<file path="src/rtl/cdb_arbiter_pkg.sv">
// Shared sizing, types and helpers for the common-data-bus arbiter.
package cdb_arbiter_pkg;

  localparam int SUPER   = 3;
  localparam int ADD_NUM = 1;
  localparam int RS_SZ   = 16;
  localparam int DATA_W  = 32;
  localparam int RS_W    = $clog2(RS_SZ);
  localparam int PTR_W   = (SUPER > 1) ? $clog2(SUPER) : 1;
  localparam int CNT_W   = $clog2(SUPER + 1);

  typedef logic [DATA_W-1:0] word_t;
  typedef logic [RS_W-1:0]   rs_t;
  typedef logic [PTR_W-1:0]  ptr_t;
  typedef logic [CNT_W-1:0]  cnt_t;

  typedef struct packed {
    logic  valid;
    word_t data;
    rs_t   rs;
    logic  is_mem;
  } cdb_entry_t;

  // Rotating increment of an FU index, wrapping at SUPER.
  function automatic ptr_t ptr_inc(input ptr_t p);
    return (p == ptr_t'(SUPER - 1)) ? '0 : p + ptr_t'(1);
  endfunction

endpackage

</file>
<file path="src/rtl/cdb_arbiter_rr_select.sv">
// Rotating-priority multi-grant picker: scans requests from i_start and
// hands out the free CDB slots (the top i_free slots) in ascending order.
module cdb_arbiter_rr_select
  import cdb_arbiter_pkg::*;
(
  input  logic [SUPER-1:0] i_req,
  input  ptr_t             i_start,
  input  cnt_t             i_free,
  output logic [SUPER-1:0] o_grant,
  output ptr_t [SUPER-1:0] o_slot,
  output logic             o_any,
  output ptr_t             o_last
);

  cnt_t w_pos;
  ptr_t w_idx;

  // Walk FUs in rotated order, giving each requester the next free slot.
  always_comb begin
    o_grant = '0;
    o_slot  = '0;
    o_any   = 1'b0;
    o_last  = i_start;
    w_pos   = cnt_t'(SUPER) - i_free;
    w_idx   = '0;
    for (int k = 0; k < SUPER; k++) begin
      w_idx = ptr_t'((int'(i_start) + k) % SUPER);
      if (i_req[w_idx] && (int'(w_pos) < SUPER)) begin
        o_grant[w_idx] = 1'b1;
        o_slot[w_idx]  = ptr_t'(w_pos);
        w_pos          = w_pos + cnt_t'(1);
        o_any          = 1'b1;
        o_last         = w_idx;
      end
    end
  end

endmodule

</file>
<file path="src/rtl/cdb_arbiter.sv">
// CDB arbiter: memory loads take slot 0 unconditionally; functional-unit
// results share the remaining slots by rotating priority, with one holding
// entry per FU for results that lose arbitration.
module cdb_arbiter
  import cdb_arbiter_pkg::*;
(
  input  logic              i_clk,
  input  logic              i_rst,
  input  logic              i_flush,
  input  logic [SUPER-1:0]  i_req_valid,
  input  word_t [SUPER-1:0] i_req_data,
  input  rs_t [SUPER-1:0]   i_req_rs,
  output logic [SUPER-1:0]  o_req_ready,
  input  logic              i_mem_valid,
  input  word_t             i_mem_data,
  input  rs_t               i_mem_rs,
  output logic [SUPER-1:0]  o_cdb_valid,
  output word_t [SUPER-1:0] o_cdb_data,
  output rs_t [SUPER-1:0]   o_cdb_rs,
  output logic [SUPER-1:0]  o_cdb_is_mem
);

  logic [SUPER-1:0]       r_hold_valid;
  word_t [SUPER-1:0]      r_hold_data;
  rs_t [SUPER-1:0]        r_hold_rs;
  ptr_t                   r_rr_ptr;
  cdb_entry_t [SUPER-1:0] r_cdb;

  logic [SUPER-1:0]       w_cand_valid;
  word_t [SUPER-1:0]      w_cand_data;
  rs_t [SUPER-1:0]        w_cand_rs;
  cnt_t                   w_free;
  logic [SUPER-1:0]       w_grant;
  ptr_t [SUPER-1:0]       w_slot;
  logic                   w_any;
  ptr_t                   w_last;
  cdb_entry_t [SUPER-1:0] w_next;

  // A held result takes precedence; requests arriving while held are ignored.
  always_comb begin
    o_req_ready  = ~r_hold_valid;
    w_cand_valid = r_hold_valid | i_req_valid;
    w_cand_data  = '0;
    w_cand_rs    = '0;
    for (int i = 0; i < SUPER; i++) begin
      w_cand_data[i] = r_hold_valid[i] ? r_hold_data[i] : i_req_data[i];
      w_cand_rs[i]   = r_hold_valid[i] ? r_hold_rs[i]   : i_req_rs[i];
    end
    w_free = i_mem_valid ? cnt_t'(SUPER - 1) : cnt_t'(SUPER);
  end

  cdb_arbiter_rr_select u_rr_select (
    .i_req   (w_cand_valid),
    .i_start (r_rr_ptr),
    .i_free  (w_free),
    .o_grant (w_grant),
    .o_slot  (w_slot),
    .o_any   (w_any),
    .o_last  (w_last)
  );

  // Assemble next-cycle broadcast: memory in slot 0, granted FUs after it.
  always_comb begin
    w_next = '0;
    if (i_mem_valid) begin
      w_next[0] = '{valid: 1'b1, data: i_mem_data, rs: i_mem_rs, is_mem: 1'b1};
    end
    for (int i = 0; i < SUPER; i++) begin
      if (w_grant[i]) begin
        w_next[w_slot[i]] = '{valid: 1'b1, data: w_cand_data[i], rs: w_cand_rs[i], is_mem: 1'b0};
      end
    end
  end

  // Control state and broadcast registers; flush squashes everything but rr_ptr.
  always_ff @(posedge i_clk or posedge i_rst) begin
    if (i_rst) begin
      r_hold_valid <= '0;
      r_rr_ptr     <= '0;
      r_cdb        <= '0;
    end else if (i_flush) begin
      r_hold_valid <= '0;
      r_cdb        <= '0;
    end else begin
      r_hold_valid <= w_cand_valid & ~w_grant;
      r_cdb        <= w_next;
      if (w_any) begin
        r_rr_ptr <= ptr_inc(w_last);
      end
    end
  end

  // Capture payload of an incoming request that lost arbitration.
  always_ff @(posedge i_clk) begin
    for (int i = 0; i < SUPER; i++) begin
      if (!r_hold_valid[i] && i_req_valid[i] && !w_grant[i]) begin
        r_hold_data[i] <= i_req_data[i];
        r_hold_rs[i]   <= i_req_rs[i];
      end
    end
  end

  // Unpack registered broadcast entries onto the output ports.
  always_comb begin
    for (int i = 0; i < SUPER; i++) begin
      o_cdb_valid[i]  = r_cdb[i].valid;
      o_cdb_data[i]   = r_cdb[i].data;
      o_cdb_rs[i]     = r_cdb[i].rs;
      o_cdb_is_mem[i] = r_cdb[i].is_mem;
    end
  end

endmodule

</file>
<file path="config.mk">
export PLATFORM = sky130hd
export DESIGN_NAME = cdb_arbiter
export DESIGN_NICKNAME = d
export VERILOG_FILES = /design/src/rtl/cdb_arbiter_pkg.sv /design/src/rtl/cdb_arbiter_rr_select.sv /design/src/rtl/cdb_arbiter.sv
export SDC_FILE = /design/constraint.sdc
export NUM_CORES = 1
export LEC_CHECK = 0
export ABC_CLOCK_PERIOD_IN_PS = 6830
export BUFFER_PORTS_ARGS = -buffer_cell sky130_fd_sc_hd__buf_2
export CAP_MARGIN = 30
export CORE_ASPECT_RATIO = 0.6
export CORE_MARGIN = 3
export CORE_UTILIZATION = 50
export CTS_BUF_LIST = sky130_fd_sc_hd__clkbuf_8
export CTS_CLUSTER_SIZE = 20
export DETAILED_ROUTE_END_ITERATION = 8
export HOLD_SLACK_MARGIN = 0.06
export PLACE_DENSITY = 0.78
export SLEW_MARGIN = 5
export SYNTH_ARGS = -nofsm -noshare
export SYNTH_HDL_FRONTEND = slang
export SYNTH_SLANG_ARGS = --single-unit
</file>
<file path="constraint.sdc">
create_clock -name i_clk -period 6.83 [get_ports i_clk]
set_clock_uncertainty 0.15 [all_clocks]
set_input_delay 1.366 -clock i_clk [delete_from_list [all_inputs] [get_ports i_clk]]
set_output_delay 1.366 -clock i_clk [all_outputs]
set_load 0.005 [all_outputs]
</file>
# After elaboration in Yosys (flattened, before gate mapping)
# Cells that the tools add are included.
# word_totals
ff_bits	227
inputBits	151
wordCells	132
# classes
addsub	6
div	3
n_lt_le_gt_ge	15
n_eq_ne	1
n_mux	57
n_bitwise	8
n_reduce_logical	22
# ops
operator	count
2-to-1 mux 114 bit	4
bitwise mux 114 bit	3
demux 38 bit (select 2 bit)	3
2-to-1 mux 38 bit	4
2-to-1 mux 32 bit	3
remainder unit 32 x 3 -> 32 bit (second input constant)	2
remainder unit 3 x 3 -> 32 bit (second input constant)	1
< comparator 2 x 3 -> 1 bit (second input constant)	6
2-to-1 mux 2 bit	9
2-to-1 mux 6 bit	3
logical AND 1 bit	15
bitwise mux 6 bit	2
demux 2 bit (select 2 bit)	3
greater-or-equal comparator 2 x 1 -> 1 bit (second input constant)	6
2-to-1 mux 3 bit	4
2-to-1 mux 4 bit	3
2-to-1 mux 1 bit	10
OR 3 bit	3
adder 2 x 1 -> 2 bit (second input constant)	3
bitwise AND 6 bit	1
binary-select mux 1 bit (select 2 bit)	3
demux 1 bit (select 2 bit)	3
logical NOT 1 bit	6
< comparator 2 bit (second input constant)	3
8 further kinds	9

# Depth between registers and ports, before layout
# Gate-level depths: netlist of the first run.
# depth
word_depth	22
ltp_mapped	18
ltp_nobuf	14

# Hierarchy
# Synthesis of the first run repeated with hierarchy kept, for this count alone.
# unflattened
cells_unflattened	1017
hier_area_um2	11731.3
# by_module_without_submodules
module	instances	cells_per_inst	area_per_inst_um2
cdb_arbiter	1	891	10765.3
cdb_arbiter_rr_select	1	126	965.9

# Least setup slack after synthesis of the first run
# Ideal clock, no wire load.
# synth_path
path_type	input to register
start	in i_req_valid[2]
end	reg r_hold_data[32] in the netlist's numbering (enable)
setup_time_ns	0.532
arrival_time_ns	6.750
t_required_ns	6.148
setup_slack_ns	-0.602
path_stages	8
path_buffers	1
path_cell_list	or2_1 -> a222oi_1 -> ha_1 -> clkbuf_1 -> nand2_1 -> o21ai_2 -> nor3_4 -> nor4b_1
# synth_via
elab_chain_len	13
elab_cells_between_ends	22
# synth_rtl
element	line	text
start, declared	cdb_arbiter.sv:10	input logic [SUPER-1:0] i_req_valid,
OR 3 bit *	cdb_arbiter.sv:42	w_cand_valid = r_hold_valid | i_req_valid;
binary-select mux 1 bit (select 2 bit)	cdb_arbiter_rr_select.sv:28	if (i_req[w_idx] && (int'(w_pos) < SUPER)) begin
2-to-1 mux 1 bit (not written as such)	cdb_arbiter_rr_select.sv:28	
logical AND 1 bit	cdb_arbiter_rr_select.sv:28	
2-to-1 mux 2 bit	cdb_arbiter_rr_select.sv:28	
< comparator 2 bit	cdb_arbiter_rr_select.sv:28	
logical AND 1 bit	cdb_arbiter_rr_select.sv:28	
2-to-1 mux 2 bit	cdb_arbiter_rr_select.sv:28	
< comparator 2 bit	cdb_arbiter_rr_select.sv:28	
logical AND 1 bit	cdb_arbiter_rr_select.sv:28	
2-to-1 mux 3 bit *	cdb_arbiter_rr_select.sv:28	
logical NOT 1 bit *	cdb_arbiter.sv:96	if (!r_hold_valid[i] && i_req_valid[i] && !w_grant[i]) begin
logical AND 1 bit *	cdb_arbiter.sv:96	
end signal, assigned by index	cdb_arbiter.sv:97	r_hold_data[i] <= i_req_data[i];
end, declared	cdb_arbiter.sv:24	word_t [SUPER-1:0] r_hold_data;
# Mark *: on every way between the ends. The rest lies on a longest branch, timed or not. The select of a mux whose other input is x is not followed.
# A chain may end at the register's enable or synchronous reset.

# Worst setup path in the final report of the first run
# layout_path
start	in i_req_valid[2]
end	reg r_cdb (netlist bit o_cdb_data[19])
# layout_via
elab_chain_len	22
elab_cells_between_ends	47
# layout_rtl
element	line	text
OR 3 bit *	cdb_arbiter.sv:42	
binary-select mux 1 bit (select 2 bit)	cdb_arbiter_rr_select.sv:28	
2-to-1 mux 1 bit (not written as such)	cdb_arbiter_rr_select.sv:28	
logical AND 1 bit	cdb_arbiter_rr_select.sv:28	
2-to-1 mux 2 bit	cdb_arbiter_rr_select.sv:28	
< comparator 2 bit	cdb_arbiter_rr_select.sv:28	
logical AND 1 bit	cdb_arbiter_rr_select.sv:28	
2-to-1 mux 2 bit	cdb_arbiter_rr_select.sv:28	
[... 6 more ...]	-	
demux 38 bit (select 2 bit)	cdb_arbiter.sv:70	w_next[w_slot[i]] = '{valid: 1'b1, data: w_cand_data[i], rs: w_cand_rs[i], is_mem: 1'b0};
bitwise mux 114 bit	cdb_arbiter.sv:70	
2-to-1 mux 114 bit	cdb_arbiter.sv:69	if (w_grant[i]) begin
bitwise mux 114 bit	cdb_arbiter.sv:70	
2-to-1 mux 114 bit	cdb_arbiter.sv:69	
bitwise mux 114 bit	cdb_arbiter.sv:70	
2-to-1 mux 114 bit *	cdb_arbiter.sv:69	
2-to-1 mux 114 bit *	cdb_arbiter.sv:81	end else if (i_flush) begin
end signal, assigned	cdb_arbiter.sv:86	r_cdb <= w_next;
end, declared	cdb_arbiter.sv:27	cdb_entry_t [SUPER-1:0] r_cdb;
# Marks and branches as above.

==> impl_metrics.env, run 1 <==
export IMPL_status="finished clean"
export IMPL_avgSynthCellArea_um2=11.36
export IMPL_hp_start="r_hold_data[40]$_DFFE_PP_"
export IMPL_synth_area_um2=11140
export IMPL_holdPathEnd="o_cdb_data[8]$_DFF_PP0_"
export IMPL_cts_htree_levels=2
export IMPL_ant_nets=0
export IMPL_worstSetupPathType="in2reg"
export IMPL_tightest_slew_ns=0.9953
export IMPL_grt_util_all_layers_pct=29.73
export IMPL_cts_tree="yes"
export IMPL_synth_async_sr_flop_share_pct=52.00
export IMPL_dp_hpwl_mm=23.06
export IMPL_fp_dieH_um=121.6
export IMPL_dp_slack_ns=1.065
export IMPL_critPathRequiredTime_ns=7.10
export IMPL_synthXorXnorAreaFrac_pct=0
export IMPL_synthToLayoutAreaGrowth_pct=19.87
export IMPL_initial_utilization_pct=51.94
export IMPL_synth_top_family_by_area="multiplexers"
export IMPL_grt_max_degree=83
export IMPL_slew_limit_headroom_pct=33.41
export IMPL_synthSimpleGateAreaFrac_pct=12.49
export IMPL_p_per_area_nw_per_um2=553.6
export IMPL_port_buffers=265
export IMPL_antenna_found_initial=11
export IMPL_setup_ws_ns=1.495
export IMPL_drt_initial_drc_count=769
export IMPL_cellLeakagePower_nw=5.750
export IMPL_worst_path_max_fanout=40
export IMPL_fin_cells=1534
export IMPL_p_total_mw=7.390
export IMPL_ys_seq_area_share_pct=55.41
export IMPL_ys_types=59
export IMPL_maxSlewViolCount=0
export IMPL_slowest_delay_ns=0.69
export IMPL_drt_wl_total_mm=36.27
export IMPL_peakVddDrop_mv=0.4068
export IMPL_hold_viol=0
export IMPL_rr_endpoint="o_cdb_data[19]$_DFF_PP0_"
export IMPL_viasPerCell=6.044
export IMPL_synthAdderAreaFrac_pct=0.6741
export IMPL_dieArea_um2=24160
export IMPL_wl_per_cell_um=23.64
export IMPL_timing_fmax_mhz=187.4
export IMPL_maxCapViolations=0
export IMPL_synth_edff_count=108
export IMPL_cts_made_buffers=35
export IMPL_grt_pass1_vias=9529
export IMPL_rrSetupSlack_ns=1.60
export IMPL_post_cts_resized=0
export IMPL_drc=0
export IMPL_clockRootBuffer="clkbuf_8"
export IMPL_fillers=1732
export IMPL_rows=41
export IMPL_postCtsSetupBuffers=0
export IMPL_p_seq_share_pct=28.8
export IMPL_hp_class="reg2reg"
export IMPL_slowest_stage="a222oi_1"
export IMPL_rsz0062_at_grt="no"
export IMPL_crit_path_cell_trace="buf_2 > or2_1 > a222oi_1 > ha_1 > nand2_1 > o21ai_2 > nor3_4 > mux2_4 > o311a_2 > nand2_2 > o221ai_1"
export IMPL_grt_pass1_wl_mm=54.51
export IMPL_cts_sinks=225
export IMPL_clkPwrFrac_pct=14.8
export IMPL_clk_insertion_delay_late_ns=0.54
export IMPL_cts_hold_buf=0
export IMPL_p_sw_share_pct=45.94
export IMPL_synth_mux_area_share_pct=14.22
export IMPL_synth_compound_area_share_pct=13.16
export IMPL_final_util_pct=62.26
export IMPL_worstPathArrival_ns=5.61
export IMPL_ys_warn_count=0
export IMPL_combPwrFrac_pct=56.4
export IMPL_p_int_mw=3.995
export IMPL_rr_worst_depth=12
export IMPL_die_w_um=198.7
export IMPL_switchingPower_mw=3.395
export IMPL_fin_crit_sh_pct=78.12
export IMPL_drive_above_1_share_pct=36.56
export IMPL_final_cell_mix="buf_2 (264), dfrtp_1 (114), edfxtp_1 (108)"
export IMPL_setup_violations=0
export IMPL_crit_path_start_kind="input pin"
export IMPL_overflow=0
export IMPL_fin_crit_ns=5.335
export IMPL_core_area_um2=21440
export IMPL_boundaryPins=268
export IMPL_ys_ff_latch=225
export IMPL_reg2reg_from="r_rr_ptr[0]$_DFFE_PP0P_"
export IMPL_firstDrtPassIters=6
export IMPL_final_common_cell="buf_2"
export IMPL_route_vias_total=9271
export IMPL_clk_pin_slew_ns=0.07
export IMPL_hold_path_depth=2
export IMPL_cts_max_path_buffers=3
export IMPL_tns_ns=0
export IMPL_endpoint_kind="flop"
export IMPL_final_nets=1380
export IMPL_place_congestion=0.9152
export IMPL_placed_cells=1463
export IMPL_syn_instance_count=980
export IMPL_synthFlopType="dfrtp_1"
## registers in the layout, summed over array words and instances, names as in the netlist
name          count
r_rr_ptr          2
r_hold_data      96
o_cdb_is_mem      1
o_cdb_valid       3
o_cdb_data       96
r_hold_valid      3
r_hold_rs        12
o_cdb_rs         12
## worst max-delay path, delay by kind of cell
family	cells	cell delay, ns
muxes	1	0.58
adders and majority gates	1	0.50
AOI/OAI and AO/OA	4	1.57
and+or+nand+nor	4	1.45
buffers and inverters	1	0.11
## final cells by class
cell class              count  area [µm²]  share of cell area, %
diodes                      5       12.51                0.09372
clock buffers              40       550.5                  4.124
clock inverters            24       105.1                 0.7873
inverters                  12       47.55                 0.3561
multi-input cells         665        4607                  34.51
flip-flops and latches    225        6175                  46.25
well taps                 279       349.1                  2.615
repair buffers            284        1504                  11.27
## power by group through the flow
| stage | Clock, mW | Combinational (mW) | Sequential (mW) |
|---|---|---|---|
| after floorplan | 0 | 2.90 | 2.13 |
| after global placement | 0 | 4.02 | 2.13 |
| after detailed placement | 0 | 4.09 | 2.15 |
| after CTS | 1.11 | 4.11 | 2.13 |
| after global routing | 1.18 | 4.53 | 2.16 |
| final | 1.09 | 4.17 | 2.13 |
## kinds of logic after synthesis
group           count (synthesis)
compound gates                231
flops                         225
fa+ha+maj                       6
buf+inv                        91
other cells                     1
mux                           148
simple gates                  278
## synth_stat cells, types with 36 or more instances
library cell  number  area share, %
dfrtp_1          117             26
edfxtp_1         108             29
nor3_1            68            3.1
nand2_1           44            1.5
and2_1            38            2.1
nor2_1            86            2.9
o21ai_0           79            3.6
clkbuf_1          48            1.6
a21oi_1           73            3.3
mux2i_1           72            6.5
o221ai_1          36            2.8
mux2_2            74            7.5
## worst max-delay path by stage
stage / start / end / slack [ns]
floorplan: i_req_valid[2] / r_hold_data[64]$_DFFE_PP_ / 0.26
detailed placement: i_req_valid[2] / o_cdb_data[19]$_DFF_PP0_ / 1.06
global placement: i_req_valid[2] / o_cdb_data[31]$_DFF_PP0_ / 1.13
finish: i_req_valid[2] / o_cdb_data[19]$_DFF_PP0_ / 1.49
global route: i_req_valid[1] / o_cdb_data[27]$_DFF_PP0_ / 1.32
CTS: i_req_valid[2] / o_cdb_data[19]$_DFF_PP0_ / 1.66
## stage by stage
step	hold WS (ns)	cell area [µm²]
floorplan	0.4054	11150
global placement	0.4490	12630
detailed placement	0.4648	12630
CTS	0.4711	13290
global route	0.5116	13350
finish	0.4768	13350
## metal layers
metal / vias to the layer above / GRT usage [%] / routed length [µm]
met5: - / 0 / 83
met4: 14 / 11.10 / 964
met3: 86 / 9.895 / 4314
met2: 588 / 43.30 / 15580
met1: 4503 / 41.65 / 15320
li1: 4080 / - / -
Note: power is estimated with default switching activity, not from simulation.
==> run 2: changes to the inputs <==
--- a/config.mk
+++ b/config.mk
@@ -5,7 +5,7 @@
 export SDC_FILE = /design/constraint.sdc
 export NUM_CORES = 1
 export LEC_CHECK = 0
-export ABC_CLOCK_PERIOD_IN_PS = 6830
+export ABC_CLOCK_PERIOD_IN_PS = 4900
 export BUFFER_PORTS_ARGS = -buffer_cell sky130_fd_sc_hd__buf_2
 export CAP_MARGIN = 30
 export CORE_ASPECT_RATIO = 0.6
==> constraint.sdc (replaced) <==
create_clock -name i_clk -period 4.9 [get_ports i_clk]
set_clock_uncertainty 0.15 [all_clocks]
set_input_delay 0.98 -clock i_clk [delete_from_list [all_inputs] [get_ports i_clk]]
set_output_delay 0.98 -clock i_clk [all_outputs]
set_load 0.005 [all_outputs]
==> impl_metrics.env, run 2 (synthesis gave the netlist of run 1 again) <==
export IMPL_status="finished clean"
export IMPL_place_congestion=0.9046
export IMPL_grt_pass1_wl_mm=54.87
export IMPL_die_w_um=198.7
export IMPL_final_common_cell="buf_2"
export IMPL_post_route_cell_area_um2=13510
export IMPL_cts_sinks=225
export IMPL_initial_utilization_pct=51.94
export IMPL_cellLeakagePower_nw=5.821
export IMPL_grt_pass1_vias=9212
export IMPL_ant_nets=0
export IMPL_rr_worst_depth=14
export IMPL_hp_class="in2async"
export IMPL_drive_above_1_share_pct=37.54
export IMPL_placed_cells=1479
export IMPL_cts_htree_levels=2
export IMPL_worstPathArrival_ns=4.57
export IMPL_crit_path_start_kind="flop"
export IMPL_tightest_slew_ns=0.8256
export IMPL_postCtsSetupBuffers=0
export IMPL_post_cts_resized=0
export IMPL_hold_viol=0
export IMPL_fin_cells=1541
export IMPL_p_total_mw=10.56
export IMPL_fillers=1716
export IMPL_fp_dieH_um=121.6
export IMPL_cts_hold_buf=0
export IMPL_viasPerCell=6.066
export IMPL_wl_per_cell_um=23.68
export IMPL_boundaryPins=268
export IMPL_dp_hpwl_mm=23.95
export IMPL_timing_fmax_mhz=234.0
export IMPL_route_vias_total=9348
export IMPL_rrSetupSlack_ns=0.63
export IMPL_worst_path_max_fanout=17
export IMPL_drc=0
export IMPL_rr_endpoint="o_cdb_data[19]$_DFF_PP0_"
export IMPL_switchingPower_mw=4.777
export IMPL_drt_wl_total_mm=36.48
export IMPL_antenna_found_initial=9
export IMPL_dp_slack_ns=0.4265
export IMPL_rsz0062_at_grt="no"
export IMPL_setup_worst_path_start="r_rr_ptr[1]$_DFFE_PP0P_"
export IMPL_final_cell_mix="buf_2 (264), dfrtp_1 (114), edfxtp_1 (108)"
export IMPL_combPwrFrac_pct=57.6
export IMPL_clkPwrFrac_pct=14.4
export IMPL_maxCapViolations=0
export IMPL_reg2reg_from="r_rr_ptr[1]$_DFFE_PP0P_"
export IMPL_dieArea_um2=24160
export IMPL_core_area_um2=21440
export IMPL_p_per_area_nw_per_um2=781.7
export IMPL_placed_cell_area_um2=12850
export IMPL_final_util_pct=62.99
export IMPL_port_buffers=265
export IMPL_grt_max_degree=118
export IMPL_clockRootBuffer="clkbuf_8"
export IMPL_cts_made_buffers=34
export IMPL_tns_ns=0
export IMPL_p_sw_share_pct=45.23
export IMPL_overflow=0
export IMPL_peakVddDrop_mv=0.5466
export IMPL_fin_crit_ns=4.274
export IMPL_cts_tree="yes"
export IMPL_endpoint_kind="flop"
export IMPL_drt_initial_drc_count=1080
export IMPL_p_seq_share_pct=28.0
export IMPL_setup_violations=0
export IMPL_clk_pin_slew_ns=0.06
export IMPL_p_int_mw=5.783
export IMPL_rows=41
export IMPL_final_nets=1393
export IMPL_setup_ws_ns=0.6257
export IMPL_slew_limit_headroom_pct=44.96
export IMPL_fin_crit_sh_pct=87.23
export IMPL_firstDrtPassIters=6
export IMPL_cts_max_path_buffers=3
export IMPL_maxSlewViolCount=0
export IMPL_grt_util_all_layers_pct=29.91
export IMPL_worstSetupPathType="reg2reg"
export IMPL_clk_insertion_delay_late_ns=0.54
export IMPL_critPathRequiredTime_ns=5.19
export IMPL_synthToLayoutAreaGrowth_pct=21.29
export IMPL_whs_ns=0.4612
[run 2: changes by cell type in the layout (fill, tap and decap cells not counted), sizes merged]
cell / delta
buf: +14
diode: -3
clkinvlp: -1
clkbuf: +2
clkinv: +2
inv: -7
[run 2: cell type report]
type | count | area, µm² | area share, %
Clock buffer | 42 | 578.1 | 4.279
Timing Repair Buffer | 298 | 1664 | 12.32
Sequential cell | 225 | 6175 | 45.71
Antenna cell | 2 | 5.005 | 0.03705
Clock inverter | 18 | 76.32 | 0.5650
Inverter | 12 | 47.55 | 0.3520
Tap cell | 279 | 349.1 | 2.584
Multi-Input combinational cell | 665 | 4613 | 34.15
[run 2: worst max path at each step]
stage | end | slack [ns] | cells past startpoint
2_1_floorplan | r_hold_data[64]$_DFFE_PP_ | 0.46 | 8
3_3_place_gp | o_cdb_data[18]$_DFF_PP0_ | 0.50 | 12
3_5_place_dp | o_cdb_data[15]$_DFF_PP0_ | 0.43 | 13
4_1_cts | o_cdb_data[19]$_DFF_PP0_ | 0.70 | 14
5_1_grt | o_cdb_data[19]$_DFF_PP0_ | 0.33 | 14
6_report | o_cdb_data[19]$_DFF_PP0_ | 0.63 | 14
[run 2: metal layers]
layer	global-route usage [%]	wire length [µm]	vias to the layer above
met5	0	80	-
met4	11.32	1166	14
met3	8.845	4625	89
met2	41.80	14870	673
met1	44.07	15740	4452
li1	-	-	4120
[run 2: power by group through the flow]
stage / sequential [mW] / combinational, mW / clock (mW)
after CTS: 2.95 / 5.98 / 1.56
after global routing: 3.00 / 6.59 / 1.63
final: 2.95 / 6.08 / 1.52
after floorplan: 2.96 / 4.06 / 0
after global placement: 2.97 / 5.86 / 0
after detailed placement: 2.98 / 5.96 / 0
[run 2: critical path, cell delays in order (launching register included)]
cell,delay [ns]
dfrtp_1,0.44
inv_1,0.09
ha_1,0.33
o21a_1,0.20
a222oi_1,0.36
buf_4,0.20
ha_1,0.35
nand2_1,0.25
o21ai_2,0.12
nor3_4,0.39
mux2_4,0.38
o311a_2,0.24
nand2_2,0.22
buf_12,0.24
o221ai_1,0.20
